### src/rtl/fifo_pkg.sv
// Shared defaults for the asynchronous FIFO read path.
// Also holds the helper that sizes the prefetch level counter.
package fifo_pkg;

   localparam int DEF_DATASIZE  = 8;
   localparam int DEF_ADDRSIZE  = 4;
   localparam int DEF_BUF_DEPTH = 3;

   // The counter must hold the value BUF_DEPTH itself, not just BUF_DEPTH-1.
   function automatic int level_width(input int depth);
      return $clog2(depth + 1);
   endfunction

endpackage

### src/rtl/rd_prefetch_buf.sv
// Prefetch storage ring: holds words captured from the FIFO memory until the consumer takes them.
// Both indices wrap explicitly, so BUF_DEPTH does not need to be a power of two.
module rd_prefetch_buf
   import fifo_pkg::*;
#(
   parameter int DATASIZE  = DEF_DATASIZE,
   parameter int BUF_DEPTH = DEF_BUF_DEPTH,
   parameter int LVLW      = level_width(BUF_DEPTH)
) (
   input  logic                rclk,
   input  logic                rrst_n,
   input  logic                wr_en,
   input  logic [DATASIZE-1:0] wr_data,
   input  logic                rd_en,
   output logic [DATASIZE-1:0] head,
   output logic [LVLW-1:0]     count
);

   localparam int IDXW = (BUF_DEPTH > 1) ? $clog2(BUF_DEPTH) : 1;
   localparam logic [IDXW-1:0] LAST_IDX = IDXW'(BUF_DEPTH - 1);

   logic [DATASIZE-1:0] storage [BUF_DEPTH];
   logic [IDXW-1:0]     wr_idx;
   logic [IDXW-1:0]     rd_idx;

   function automatic logic [IDXW-1:0] next_idx(input logic [IDXW-1:0] idx);
      return (idx == LAST_IDX) ? '0 : idx + 1'b1;
   endfunction

   // Data storage carries no reset; an entry is only read once count says it was written.
   always_ff @(posedge rclk) begin
      if (wr_en) begin
         storage[wr_idx] <= wr_data;
      end
   end

   always_ff @(posedge rclk or negedge rrst_n) begin
      if (!rrst_n) begin
         wr_idx <= '0;
         rd_idx <= '0;
         count  <= '0;
      end else begin
         if (wr_en) begin
            wr_idx <= next_idx(wr_idx);
         end
         if (rd_en) begin
            rd_idx <= next_idx(rd_idx);
         end
         case ({wr_en, rd_en})
            2'b10:   count <= count + 1'b1;
            2'b01:   count <= count - 1'b1;
            default: count <= count;
         endcase
      end
   end

   assign head = storage[rd_idx];

endmodule

### src/rtl/fifo_rd_prefetch.sv
// Read-side output stage: turns rinc/rempty pops plus the 1-cycle registered memory read
// into a first-word-fall-through valid/ready stream, with no m_ready->rinc combinational path.
module fifo_rd_prefetch
   import fifo_pkg::*;
#(
   parameter int DATASIZE  = DEF_DATASIZE,
   parameter int BUF_DEPTH = DEF_BUF_DEPTH,
   parameter int LVLW      = level_width(BUF_DEPTH)
) (
   input  logic                rclk,
   input  logic                rrst_n,
   input  logic                rempty,
   input  logic [DATASIZE-1:0] rdata,
   output logic                rinc,
   output logic                m_valid,
   input  logic                m_ready,
   output logic [DATASIZE-1:0] m_data,
   output logic [LVLW-1:0]     rlevel
);

   localparam logic [LVLW:0] CREDIT_MAX = (LVLW + 1)'(BUF_DEPTH);

   logic            inflight;
   logic            deq;
   logic [LVLW-1:0] count;
   logic [LVLW:0]   credit;

   // A word popped last cycle already owns a slot, so it is counted before the next pop is allowed.
   assign credit = {1'b0, count} + {{LVLW{1'b0}}, inflight};
   assign rinc   = ~rempty & (credit < CREDIT_MAX);

   always_ff @(posedge rclk or negedge rrst_n) begin
      if (!rrst_n) begin
         inflight <= 1'b0;
      end else begin
         inflight <= rinc;
      end
   end

   assign m_valid = (count != '0);
   assign deq     = m_valid & m_ready;
   assign rlevel  = count;

   rd_prefetch_buf #(
      .DATASIZE  (DATASIZE),
      .BUF_DEPTH (BUF_DEPTH),
      .LVLW      (LVLW)
   ) u_buf (
      .rclk    (rclk),
      .rrst_n  (rrst_n),
      .wr_en   (inflight),
      .wr_data (rdata),
      .rd_en   (deq),
      .head    (m_data),
      .count   (count)
   );

   a_no_overflow: assert property (@(posedge rclk) disable iff (!rrst_n)
      {1'b0, count} <= CREDIT_MAX);

   a_credit_bound: assert property (@(posedge rclk) disable iff (!rrst_n)
      credit <= CREDIT_MAX);

   a_no_pop_when_empty: assert property (@(posedge rclk) disable iff (!rrst_n)
      rempty |-> !rinc);

   a_hold_under_backpressure: assert property (@(posedge rclk) disable iff (!rrst_n)
      (m_valid && !m_ready) |=> (m_valid && $stable(m_data)));

endmodule

### config.mk
export PLATFORM = sky130hd
export DESIGN_NAME = fifo_rd_prefetch
export DESIGN_NICKNAME = d
export VERILOG_FILES = /design/src/rtl/fifo_pkg.sv /design/src/rtl/rd_prefetch_buf.sv /design/src/rtl/fifo_rd_prefetch.sv
export SDC_FILE = /design/constraint.sdc
export NUM_CORES = 1
export LEC_CHECK = 0
export ABC_CLOCK_PERIOD_IN_PS = 2280
export CORE_MARGIN = 4
export CORE_UTILIZATION = 47
export CTS_CLUSTER_DIAMETER = 120
export DETAILED_ROUTE_END_ITERATION = 7
export DONT_BUFFER_PORTS = 1
export GPL_ROUTABILITY_DRIVEN = 0
export GPL_TIMING_DRIVEN = 0
export REMOVE_ABC_BUFFERS = 1
export SYNTH_ARGS = -nofsm -noshare
export SYNTH_HDL_FRONTEND = slang
export SYNTH_SLANG_ARGS = --single-unit
### constraint.sdc
create_clock -name rclk -period 2.28 [get_ports rclk]
set_clock_uncertainty 0.15 [all_clocks]
set_input_delay 0.57 -clock rclk [delete_from_list [all_inputs] [get_ports rclk]]
set_output_delay 0.57 -clock rclk [all_outputs]
set_load 0.03 [all_outputs]
==> results of run 1 <==
[final timing paths]
path,start,end,slack [ps],cells past startpoint
worst max-delay path,u_buf.count[0],rinc,-120,3
worst min-delay path,rempty,inflight,200,1
worst max register to register,inflight,u_buf.storage[0][3],540,3
worst min register to register,u_buf.wr_idx[1],u_buf.wr_idx[1],390,1
max in group asynchronous,rrst_n,u_buf.rd_idx[0],1260,1
min in group asynchronous,rrst_n,u_buf.rd_idx[1],440,1
[cell usage after synthesis (all sizes together)]
master and count:
nor3b 1, edfxtp 24, nor3 2, ha 3, nor2 2, buf 3, xnor2 2, xor2 1
o21ai 10, dfrtp 7, or2 1, inv 2, nand2 11, mux2i 8, a21o 3, a211oi 1
[cell type report]
type                            instances  share of cell area (%)
Clock buffer                            7                    3.96
Clock inverter                          1                   0.270
Inverter                                2                   0.540
Multi-Input combinational cell         45                    26.8
Sequential cell                        31                    64.7
Tap cell                               30                    2.70
Timing Repair Buffer                    2                    1.08
[flip-flops by register name, summed over array words and instances (netlist names)]
| register | flops |
|---|---|
| inflight | 1 |
| u_buf.count | 2 |
| u_buf.rd_idx | 2 |
| u_buf.storage | 24 |
| u_buf.wr_idx | 2 |
[timing repair]
| action | CTS | global route |
|---|---|---|
| hold endpoints to repair | 7 | 0 |
| gates cloned | 0 | 0 |
| resized for setup | 14 | 2 |
| pin swaps | 2 | 0 |
| endpoints found under the setup margin | 10 | 9 |
| hold buffers | 1 | 0 |
[worst max-delay path, delay by kind of cell (launching register included)]
kind	cells	cell delay [ps]
flops	1	530
fa+ha+maj	2	420
compound gates	1	410
[logic make-up after synthesis]
group,synth area share [%]
flip-flops,73.4
AND/OR/NAND/NOR,5.94
AO/OA/AOI/OAI,6.86
multiplexers,6.56
buffers and inverters,2.05
XOR/XNOR,2.15
adder cells (fa/ha/maj),3.07
[stage by stage]
step | setup slack, ps | setup TNS (ps) | instances | utilization, % | hold WS [ps]
after floorplan | -338 | -338 | 78 | - | 124
after global placement | -450 | -547 | 108 | 50.1 | 125
after detailed placement | -466 | -580 | 109 | 50.3 | 125
after CTS | -139 | -139 | 118 | 55.9 | 186
after global routing | -208 | -208 | 118 | 56.2 | 154
final | -116 | -116 | 118 | 56.2 | 198
[power breakdown]
| part | total, uW | switching, uW | internal, uW |
|---|---|---|---|
| logic | 782 | 506 | 276 |
| registers | 1010 | 230 | 780 |
| clock network | 311 | 163 | 148 |
| total | 2100 | 899 | 1200 |
[per-layer routing]
metal | wire length (um) | vias to the layer above | share of wire (%) | global-route usage (%)
li1 | - | 311 | - | -
met1 | 724 | 323 | 37 | 15.3
met2 | 1030 | 14 | 53 | 22.1
met3 | 151 | 5 | 7.8 | 8.28
met4 | 31 | 0 | 1.6 | 4.85
met5 | 0 | - | 0 | 0
==> run_results.csv, run 1 <==
group,metric,value,unit
final_layout,finish.net_count,102,
final_layout,fin_area,1390,um^2
sta,rsz0062_at_grt,"true",
route,first_pass_iters,6,
floorplan,pin_count,24,
clock_tree,postCtsSetupRepairBufs,0,
worst_setup_path,critPathMaxStageDelay,530,ps
floorplan,core,2480,um^2
worst_setup_path,crit_type,"register to primary output",
final_layout,n_antenna_cell,0,
logic_synthesis,synth_top_area_share,59.0,%
clock_tree,clk_pin_slew,80,ps
route,drt_iter0_drc,16,
worst_setup_path,start_kind,"register",
route,num_vias,653,
floorplan,dieArea,3480,um^2
final_layout,layout-drive-gt1-share,28.4,%
sta,setup_viol_count_final,1,
logic_synthesis,yosysUniqueCellTypes,18,
route,wl_per_cell,16.4,um
sta,fin_crit_sh,105,%
clock_tree,cts-root-buf,"clkbuf_4",
logic_synthesis,synth_top_cell_by_area,"edfxtp_1",
worst_setup_path,crit_arrival,1680,ps
global_routing,grtUsageTotal,13.9,%
floorplan,die_h,59.0,um
global_routing,grt_pass1_vias,682,
logic_synthesis,netlist_area,1220,um^2
floorplan,initial_core_util,49.3,%
pwr,p_total,2100,uW
placement,portBuffers,0,
worst_setup_path,worstPathMaxFanout,6,
clock_tree,clk_path_buf_depth,2,
clock_tree,numCtsBuffers,5,
worst_setup_path,cp.required,1560,ps
route,ant_nets,0,
placement,placed_cell_area,1250,um^2
global_routing,grt_overflow,0,
global_routing,grt_pass1_wl,3310,um
worst_setup_path,crit_path_frequent_cell,"ha_4",
clock_tree,clock_sinks,31,
sta,setup_ws,-116,ps
sta,maxSlewViolCount,0,
logic_synthesis,syn_avg_cell_area,15.1,um^2
final_layout,mostFrequentLayoutCells,"edfxtp_1, nand2_1, o21ai_2",
worst_hold_path,hold_class,"primary input to register",
clock_tree,cts_tree,"built",
pwr,leakage,0.000504,uW
sta,relSlewSlack,44.9,%
pwr,power_density,1510,nW/um^2
worst_setup_path,end_kind,"primary output",
job,max_cap_viol_count,0,
run_status,violations,"negative setup slack",
global_routing,grt_max_degree,20,
placement,dp_hpwl,1330,um
global_routing,antenna_found_initial,0,
final_layout,multi_input_area,373,um^2
floorplan,num_rows,18,
logic_synthesis,syn_inst,81,
worst_setup_path,critPathSlowestCell,"dfrtp_2",
final_layout,fillers,224,
route,drc,0,
route,drt-total-wl,1940,um
route,via_per_inst,5.53,
pwr,ir_drop,0.000982,V
sta,max_freq,417,MHz
logic_synthesis,ys_seq_area_share,73.4,%
logic_synthesis,yosysWarnings,0,
final_layout,ff_latch_area,900,um^2
run_status,outcome,"finished with violations",
sta,worstMarginPinSlew,823,ps
clock_tree,htree_levels,2,
final_layout,syn_to_final_growth,13.9,%
sta,finalHoldViolCount,0,
clock_tree,clock_latency,310,ps
final_layout,layout_commonest_cell,"edfxtp_1",
logic_synthesis,synth.area.top_cells,"edfxtp_1, dfrtp_1, mux2i_1, o21ai_1, nand2_1",
sta,min_period,2400,ps
logic_synthesis,synth-seq-cells,31,
worst_setup_path,crit_chain,"ha_4 > ha_4 > a211oi_4",
floorplan,chipWidth,59.0,um
(Power assumes the default switching activity.)
==> run 2, diff against run 1 <==
--- a/config.mk
+++ b/config.mk
@@ -13,6 +13,7 @@
 export DONT_BUFFER_PORTS = 1
 export GPL_ROUTABILITY_DRIVEN = 0
 export GPL_TIMING_DRIVEN = 0
+export PLACE_DENSITY = 0.65
 export REMOVE_ABC_BUFFERS = 1
 export SYNTH_ARGS = -nofsm -noshare
 export SYNTH_HDL_FRONTEND = slang
==> run_results.csv, run 2 (same netlist as run 1, synthesis figures left out) <==
group,metric,value,unit
global_routing,grtUsageTotal,12.0,%
floorplan,num_rows,18,
route,num_vias,625,
final_layout,largest_register,"u_buf.storage",
worst_setup_path,end_kind,"primary output",
placement,portBuffers,0,
pwr,p_int,1160,uW
final_layout,syn_to_final_growth,12.3,%
pwr,pwr-share-comb,36.9,%
sta,min_period,2400,ps
worst_setup_path,cp.required,1560,ps
clock_tree,cts_tree,"built",
run_status,violations,"negative setup slack",
pwr,p_clk_share,13.9,%
final_layout,fin_area,1370,um^2
pwr,seq_power_share,49.2,%
floorplan,pin_count,24,
final_layout,layout-drive-gt1-share,26.1,%
placement,dp.cells,108,
clock_tree,clk_pin_slew,90,ps
worst_setup_path,start_kind,"register",
final_layout,layout_commonest_cell,"edfxtp_1",
pwr,power.switching,878,uW
sta,maxSlewViolCount,0,
global_routing,grt_overflow,0,
sta,setup_ws,-118,ps
placement,dp_hpwl,1210,um
job,max_cap_viol_count,0,
clock_tree,clock_latency,310,ps
sta,rsz0062_at_grt,"true",
clock_tree,cts-root-buf,"clkbuf_4",
floorplan,initial_core_util,49.3,%
global_routing,grt_pass1_vias,640,
final_layout,mostFrequentLayoutCells,"edfxtp_1, nand2_1, mux2i_1",
clock_tree,clk_path_buf_depth,2,
clock_tree,numCtsBuffers,5,
pwr,ir_drop,0.000986,V
floorplan,dieArea,3480,um^2
pwr,power_switching_share,43.1,%
route,first_pass_iters,4,
sta,worstMarginPinSlew,1300,ps
sta,setup_viol_count_final,1,
sta,fin_hold_ws,189,ps
worst_setup_path,crit_type,"register to primary output",
route,wl_per_cell,15.0,um
global_routing,grt_max_degree,20,
placement,placed_cell_area,1240,um^2
sta,max_freq,417,MHz
clock_tree,clock_sinks,31,
final_layout,final_core_util,55.4,%
worst_setup_path,crit_arrival,1680,ps
route,ant_nets,0,
floorplan,chipWidth,59.0,um
route,drt-total-wl,1770,um
sta,finalHoldViolCount,0,
sta,fin_crit_sh,105,%
final_layout,finish.net_count,102,
run_status,outcome,"finished with violations",
worst_setup_path,worstPathMaxFanout,6,
route,via_per_inst,5.30,
final_layout,largest_register_ffs,24,
final_layout,final_cells,118,
route,drc,0,
floorplan,core,2480,um^2
floorplan,die_h,59.0,um
route,drt_iter0_drc,9,
clock_tree,htree_levels,2,
sta,relSlewSlack,12.7,%
worst_hold_path,hold_class,"primary input to register",
global_routing,grt_pass1_wl,2830,um
pwr,leakage,0.000501,uW
pwr,power_density,1490,nW/um^2
clock_tree,postCtsSetupRepairBufs,0,
global_routing,antenna_found_initial,0,
final_layout,n_antenna_cell,0,
run 2: cell count changes in the layout (fill, tap and decap cells not counted), sizes merged:
cell,before,now
clkbuf,7,6
clkinv,1,3
buf,1,0
run 2: metrics by stage:
stage / setup TNS, ps / power [uW] / worst slack, ps
2_1_floorplan: -338 / 1520 / -338
3_3_place_gp: -520 / 1620 / -437
3_5_place_dp: -562 / 1650 / -458
4_1_cts: -148 / 2060 / -148
5_1_grt: -189 / 2170 / -189
6_report: -118 / 2040 / -118
run 2: final timing paths:
kind,end,slack [ps],from,cells past startpoint
max in group asynchronous,u_buf.rd_idx[0],1290,rrst_n,1
setup reg to reg,u_buf.storage[0][2],230,inflight,2
setup / recovery,rinc,-120,u_buf.count[0],3
hold reg to reg,u_buf.wr_idx[1],400,u_buf.wr_idx[1],1
min in group asynchronous,inflight,430,rrst_n,1
hold / removal,inflight,190,rempty,1
run 2: area by class of cell:
| cell class | count | area (um^2) |
|---|---|---|
| multi-input cells | 45 | 357 |
| well taps | 30 | 37.5 |
| clock inverters | 3 | 15.0 |
| flip-flops and latches | 31 | 900 |
| inverters | 2 | 7.51 |
| repair buffers | 2 | 17.5 |
| fillers | 202 | 1110 |
| clock buffers | 5 | 37.5 |
run 2: layer usage:
layer / GRT usage, % / wire length (um) / vias up
met4: 5.83 / 13 / 0
met2: 19.9 / 946 / 18
met5: 0 / 0 / -
met3: 7.41 / 150 / 2
met1: 11.8 / 663 / 300
li1: - / - / 305
run 2: worst max-delay path, stage by stage (launching register included):
cell	delay, ps
dfrtp_2	530
ha_4	210
ha_4	210
a211oi_4	410
run 2: power groups by stage:
stage                     clock network, uW  logic (uW)  registers (uW)
final                                   283         752            1000
after global routing                    322         812            1030
after CTS                               297         759            1010
after detailed placement                  0         656             993
after global placement                    0         637             986
after floorplan                           0         577             947
run 2: what timing repair did:
| item | CTS | global route |
|---|---|---|
| gates resized for setup | 12 | 1 |
| hold endpoints to repair | 7 | 0 |
| pin swaps | 2 | 0 |
| endpoints found under the setup margin | 10 | 2 |
| cloned | 0 | 0 |
| hold buffers | 1 | 0 |
